[src/rtl/fft_pingpong_buf.sv]
// ---------------------------------------------------------------------------
// fft_pingpong_buf
//
// Double-buffered (ping-pong) frame store that sits between two FFT butterfly
// stages. The writer fills one bank while the reader drains the other. Each
// beat carries LANES samples of DATA_W bits, and a frame is DEPTH beats. The
// reader can take a frame in natural beat order or in bit-reversed beat order.
//
// Ports:
//   i_clk           single clock, rising edge
//   i_rst_n         synchronous reset, ACTIVE HIGH despite the name
//   i_wr_valid      write beat offered
//   o_wr_ready      write beat accepted when i_wr_valid && o_wr_ready
//   i_wr_data       write beat, lane 0 in the LSBs
//   i_rd_mode       0 = natural order, 1 = bit-reversed beat order;
//                   sampled on the first beat of each read frame
//   o_rd_valid      read beat available
//   i_rd_ready      read beat consumed when o_rd_valid && i_rd_ready
//   o_rd_data       read beat, combinational from storage
//   o_rd_last       high with the final beat of a read frame
//
// Optional status outputs, present only when FFT_PINGPONG_STATUS_EN is
// defined:
//   o_frames_done   count of completed read frames, wraps at 16 bits
//   o_wr_stall_seen sticky flag, set whenever the writer was refused
// ---------------------------------------------------------------------------
module fft_pingpong_buf #(
    parameter int DATA_W = 8,
    parameter int LANES  = 4,
    parameter int DEPTH  = 4,
    localparam int AW    = $clog2(DEPTH)
) (
    input  logic                    i_clk,
    input  logic                    i_rst_n,
    input  logic                    i_wr_valid,
    output logic                    o_wr_ready,
    input  logic [LANES*DATA_W-1:0] i_wr_data,
    input  logic                    i_rd_mode,
    output logic                    o_rd_valid,
    input  logic                    i_rd_ready,
    output logic [LANES*DATA_W-1:0] o_rd_data,
    output logic                    o_rd_last
`ifdef FFT_PINGPONG_STATUS_EN
    ,
    output logic [15:0]             o_frames_done,
    output logic [0:0]              o_wr_stall_seen
`endif
);

    localparam int W = LANES * DATA_W;
    localparam logic [AW-1:0] LAST_PTR = AW'(DEPTH - 1);

    // Reverses the bit order of a beat index; used to fetch beats in the
    // bit-reversed order an in-place FFT stage expects.
    function automatic logic [AW-1:0] bitRev(input logic [AW-1:0] ptr);
        logic [AW-1:0] result;
        result = '0;
        for (int i = 0; i < AW; i++) begin
            result[i] = ptr[AW-1-i];
        end
        return result;
    endfunction

    logic [W-1:0]  r_mem [2][DEPTH];
    logic          r_wrBank;
    logic          r_rdBank;
    logic [AW-1:0] r_wrPtr;
    logic [AW-1:0] r_rdPtr;
    logic [1:0]    r_full;
    logic          r_modeQ;

    logic          w_wrReady;
    logic          w_rdValid;
    logic          w_wrFire;
    logic          w_rdFire;
    logic          w_wrDone;
    logic          w_rdDone;
    logic          w_modeUse;
    logic [AW-1:0] w_rdAddr;
    logic [1:0]    w_setMask;
    logic [1:0]    w_clrMask;

    // Handshake and frame-completion decode. A bank is never written while it
    // is full, so a write completion and a read completion in the same cycle
    // always land on opposite banks and can be applied independently.
    // On the first beat the live i_rd_mode selects the order; bit-reversal of
    // index 0 is 0, so a stall on beat 0 keeps the data stable even if the
    // mode input wiggles.
    always_comb begin
        w_wrReady = ~r_full[r_wrBank];
        w_rdValid = r_full[r_rdBank];
        w_wrFire  = i_wr_valid & w_wrReady;
        w_rdFire  = i_rd_ready & w_rdValid;
        w_wrDone  = w_wrFire & (r_wrPtr == LAST_PTR);
        w_rdDone  = w_rdFire & (r_rdPtr == LAST_PTR);
        w_modeUse = (r_rdPtr == '0) ? i_rd_mode : r_modeQ;
        w_rdAddr  = w_modeUse ? bitRev(r_rdPtr) : r_rdPtr;
        w_setMask = 2'b00;
        w_clrMask = 2'b00;
        if (w_wrDone) begin
            w_setMask[r_wrBank] = 1'b1;
        end
        if (w_rdDone) begin
            w_clrMask[r_rdBank] = 1'b1;
        end
    end

    // Bank/pointer bookkeeping. Reset throws away any partially written or
    // partially read frame by clearing both full flags and both pointers.
    always_ff @(posedge i_clk) begin
        if (i_rst_n) begin
            r_wrBank <= 1'b0;
            r_rdBank <= 1'b0;
            r_wrPtr  <= '0;
            r_rdPtr  <= '0;
            r_full   <= 2'b00;
            r_modeQ  <= 1'b0;
        end else begin
            r_full <= (r_full | w_setMask) & ~w_clrMask;
            if (w_wrFire) begin
                r_wrPtr <= r_wrPtr + 1'b1;
                if (w_wrDone) begin
                    r_wrBank <= ~r_wrBank;
                end
            end
            if (w_rdFire) begin
                r_rdPtr <= r_rdPtr + 1'b1;
                if (r_rdPtr == '0) begin
                    r_modeQ <= i_rd_mode;
                end
                if (w_rdDone) begin
                    r_rdBank <= ~r_rdBank;
                end
            end
        end
    end

    // Frame storage has no reset so it can map onto plain RAM; the full flags
    // alone decide whether its contents are meaningful.
    always_ff @(posedge i_clk) begin
        if (w_wrFire && !i_rst_n) begin
            r_mem[r_wrBank][r_wrPtr] <= i_wr_data;
        end
    end

    assign o_wr_ready = w_wrReady;
    assign o_rd_valid = w_rdValid;
    assign o_rd_data  = r_mem[r_rdBank][w_rdAddr];
    assign o_rd_last  = w_rdValid & (r_rdPtr == LAST_PTR);

`ifdef FFT_PINGPONG_STATUS_EN
    logic [15:0] r_framesDone;
    logic        r_wrStallSeen;

    // Status counters: completed read frames (free-running, wraps) and a
    // sticky record of any cycle where the writer was held off.
    always_ff @(posedge i_clk) begin
        if (i_rst_n) begin
            r_framesDone  <= '0;
            r_wrStallSeen <= 1'b0;
        end else begin
            if (w_rdDone) begin
                r_framesDone <= r_framesDone + 16'd1;
            end
            if (i_wr_valid && !w_wrReady) begin
                r_wrStallSeen <= 1'b1;
            end
        end
    end

    assign o_frames_done   = r_framesDone;
    assign o_wr_stall_seen = r_wrStallSeen;
`endif

endmodule

[config.mk]
export PLATFORM = sky130hd
export DESIGN_NAME = fft_pingpong_buf
export DESIGN_NICKNAME = d
export VERILOG_FILES = /design/src/rtl/fft_pingpong_buf.sv
export SDC_FILE = /design/constraint.sdc
export NUM_CORES = 1
export LEC_CHECK = 0
export CAP_MARGIN = 25
export CORE_MARGIN = 8
export CORE_UTILIZATION = 50
export CTS_BUF_LIST = sky130_fd_sc_hd__clkbuf_16
export DETAILED_ROUTE_END_ITERATION = 10
export HOLD_SLACK_MARGIN = 0.05
export PLACE_DENSITY = 0.69
export SLEW_MARGIN = 30
export SYNTH_ARGS = -nofsm -noshare
export SYNTH_HDL_FRONTEND = slang
export SYNTH_SLANG_ARGS = --single-unit
[constraint.sdc]
create_clock -name i_clk -period 3.1 [get_ports i_clk]
set_clock_uncertainty 0.15 [all_clocks]
set_input_delay 0.62 -clock i_clk [delete_from_list [all_inputs] [get_ports i_clk]]
set_output_delay 0.62 -clock i_clk [all_outputs]
set_load 0.01 [all_outputs]
==> flow_metrics.tcl <==
set metrics [dict create \
    status "complete, but fails checks" \
    violations "negative setup slack" \
    area_delta_synth_final_pct 26.58 \
    tns_ns -14.01 \
    fin_area_um2 13350 \
    postSynthCellCount 504 \
    die_x_um 161.2 \
    cts_tree "done" \
    drtPass1Iterations 6 \
    rsz0062_at_grt "yes" \
    antenna_cells 0 \
    whs_path_depth 2 \
    syn_area_um2 10550 \
    antenna_left 0 \
    grt_first_pass_wirelength_um 32480 \
    leakagePower_nw 4.427 \
    tightest_slew_ns 0.4613 \
    netlist.top_cell.by_area "edfxtp_1" \
    worstSetupStartpointType "flip-flop" \
    die_h_um 161.2 \
    synth.avg_cell_area_um2 20.92 \
    fin_ws_ns -0.5146 \
    initialDrtViolationCount 290 \
    portBuffers 71 \
    hold_violations 0 \
    period_share_pct 116.6 \
    grt_usage_pct 16.28 \
    dp_hpwl_um 11410 \
    ff2ff_path_depth 3 \
    ios 72 \
    grt-ovfl-total 0 \
    start_util_pct 50.48 \
    fp-row-count 53 \
    total_power_w 0.007290 \
    fmaxAchievable_ghz 0.2767 \
    cp_max_fo 6 \
    min_to "r_wrPtr[1]" \
    wire_per_inst_um 22.85 \
    die-area_um2 25990 \
    min_from "r_wrPtr[1]" \
    grt_start_max_net_pins 40 \
    powerDensity_nw_per_um2 546.2 \
    first_global_vias 5537 \
    r2r_start "r_wrBank" \
    drc 0 \
    postPlaceCellArea_um2 11920 \
    dp_cells 862 \
    synth_ff_type "edfxtp_1" \
    crit_start "r_rdPtr[0]" \
    r2r_slack_ns 1.24 \
    slew_headroom_pct 68.82 \
    clk_pin_slew_worst_paths_ns 0.06 \
    yosysMostFrequentCell "edfxtp_1" \
    ys_ff_latch 266 \
    arrival_ns 2.84 \
    h-tree-depth 1 \
    hold_class "reg -> reg" \
    syn_nets 547 \
    synth_edf_count 256 \
    yosysSeqAreaShare_pct 74.80 \
    cts-buffers-inserted 25 \
    finalMaxSlewViolations 0 \
    synthArstFlopShare_pct 0 \
    synth_commonest_cells "edfxtp_1 (256), mux2i_1 (99), mux2_2 (33), mux4_1 (28), buf_2 (12)" \
    stdcell_count 941 \
    clk_latency_ns 0.51 \
    crit_type "reg -> out" \
    reg2reg_to "r_mem[1][125]" \
    ir_drop_mv 0.3416 \
    yosysWarnings 0 \
    vias 5184 \
    layout.nets 690 \
    required_ns 2.33 \
    drt-vias-per-instance 5.509 \
    drive_above_1_share_pct 32.88 \
    endpoint_kind "output port" \
    cts_buffer_depth 3 \
    max_cap_viol_count 0 \
    finalSetupViolations 32 \
    core_area_um2 20890 \
    synth.area.top_cells "edfxtp_1 (73%), mux2i_1 (9.4%), mux4_1 (7.0%)" \
    gp_congestion 0.6978 \
    synth.distinct_cells 25 \
    clock_sinks 266 \
    layout_min_cycle_time_ns 3.615 \
    antenna_found_initial 0 \
    yosysTopAreaCellShare_pct 72.90 \
    cts_root_buf "clkbuf_16" \
    whs_ns 0.3502 \
    routed_wl_um 21500 \
]
## critical path, stage by stage, from the launching register on
cell	delay, ns
dfxtp_2	0.33
inv_2	0.08
ha_4	0.15
mux2i_4	0.27
mux2i_4	0.30
buf_12	0.15
buf_12	0.11
buf_16	0.13
buf_12	0.11
buf_6	0.10
buf_6	0.09
mux2i_2	0.23
mux2_4	0.18
buf_6	0.09
## worst max-delay path by stage
stage	to	slack [ns]	cells past startpoint
after floorplan	o_rd_data[10]	0.40	8
after global placement	o_rd_data[0]	-0.76	7
after detailed placement	o_rd_data[25]	-0.80	7
after CTS	o_rd_data[24]	-0.52	10
after global routing	o_rd_data[25]	-0.61	13
final	o_rd_data[1]	-0.51	13
## area by class of cell
| cell class | count | area (um^2) |
|---|---|---|
| Inverter | 5 | 18.77 |
| Clock inverter | 21 | 173.9 |
| Clock buffer | 25 | 625.6 |
| Multi-Input combinational cell | 211 | 2620 |
| Timing Repair Buffer | 138 | 1672 |
| Sequential cell | 266 | 7894 |
| Tap cell | 275 | 344.1 |
| Fill cell | 1403 | 7541 |
## layer usage
metal / wire length [um] / vias to the layer above / part of all wire [%] / global-route usage (%)
li1: - / 2325 / - / -
met1: 8921 / 2701 / 41 / 20.52
met2: 11160 / 126 / 52 / 28.65
met3: 1045 / 32 / 4.9 / 2.876
met4: 369 / 0 / 1.7 / 4.125
met5: 0 / - / 0 / 0
## power by group
| group | switching, W | internal (W) | total, W |
|---|---|---|---|
| sequential | 0.0000139 | 0.00399 | 0.00401 |
| clock | 0.00124 | 0.00172 | 0.00296 |
| combinational | 0.000158 | 0.000170 | 0.000327 |
## cells in the final DEF (no fill, tap or decap), drive strengths merged
cell / synthesis / routed
bufinv: 0 / 3
mux4: 32 / 32
and2: 9 / 9
ha: 6 / 6
xnor2: 2 / 2
mux2: 33 / 33
o22ai: 1 / 1
clkinv: 0 / 13
nor4b: 1 / 1
buf: 19 / 98
clkdlybuf4s50: 0 / 39
a31oi: 1 / 1
nand2: 5 / 5
a21oi: 5 / 5
clkinvlp: 0 / 1
edfxtp: 256 / 256
mux2i: 100 / 100
inv: 5 / 9
a41o: 1 / 1
clkbuf: 3 / 26
nand3: 5 / 5
nor2: 8 / 8
xor2: 1 / 1
dfxtp: 10 / 10
nor4bb: 1 / 1
## kinds of logic (layout without fill, tap and decap cells)
kind of cell               Yosys count  in the layout  share of synthesized area (%)
DFF                                266            266                          74.80
and+or+nand+nor                     29             29                          1.412
adders and majority gates            6              6                         0.7119
AOI/OAI and AO/OA                    8              8                         0.4509
muxes                              165            165                          20.88
buffers and inverters               27            189                          1.495
xor gates and xnor gates             3              3                         0.2492
## stage by stage
stage          utilization, %  worst slack, ns
6_report                63.90          -0.5146
5_1_grt                 63.90          -0.6060
4_1_cts                 63.13          -0.5199
3_5_place_dp            57.05          -0.7979
3_3_place_gp            57.05          -0.7645
2_1_floorplan               -           0.3995
## repair_timing
item,CTS,global route
resized for setup,213,37
hold buffers,0,0
setup buffers,22,7
pin swaps,1,1
gates cloned,5,1
endpoints found under the setup margin,32,32
## registers in the layout, indices dropped and copies added (netlist names), named ones only
| register | flops |
|---|---|
| r_mem | 256 |
| r_full | 2 |
| r_rdPtr | 2 |
| r_wrPtr | 2 |
| r_modeQ | 1 |
| r_rdBank | 1 |
| r_wrBank | 1 |
No activity file was read; power rests on OpenSTA's default activity.
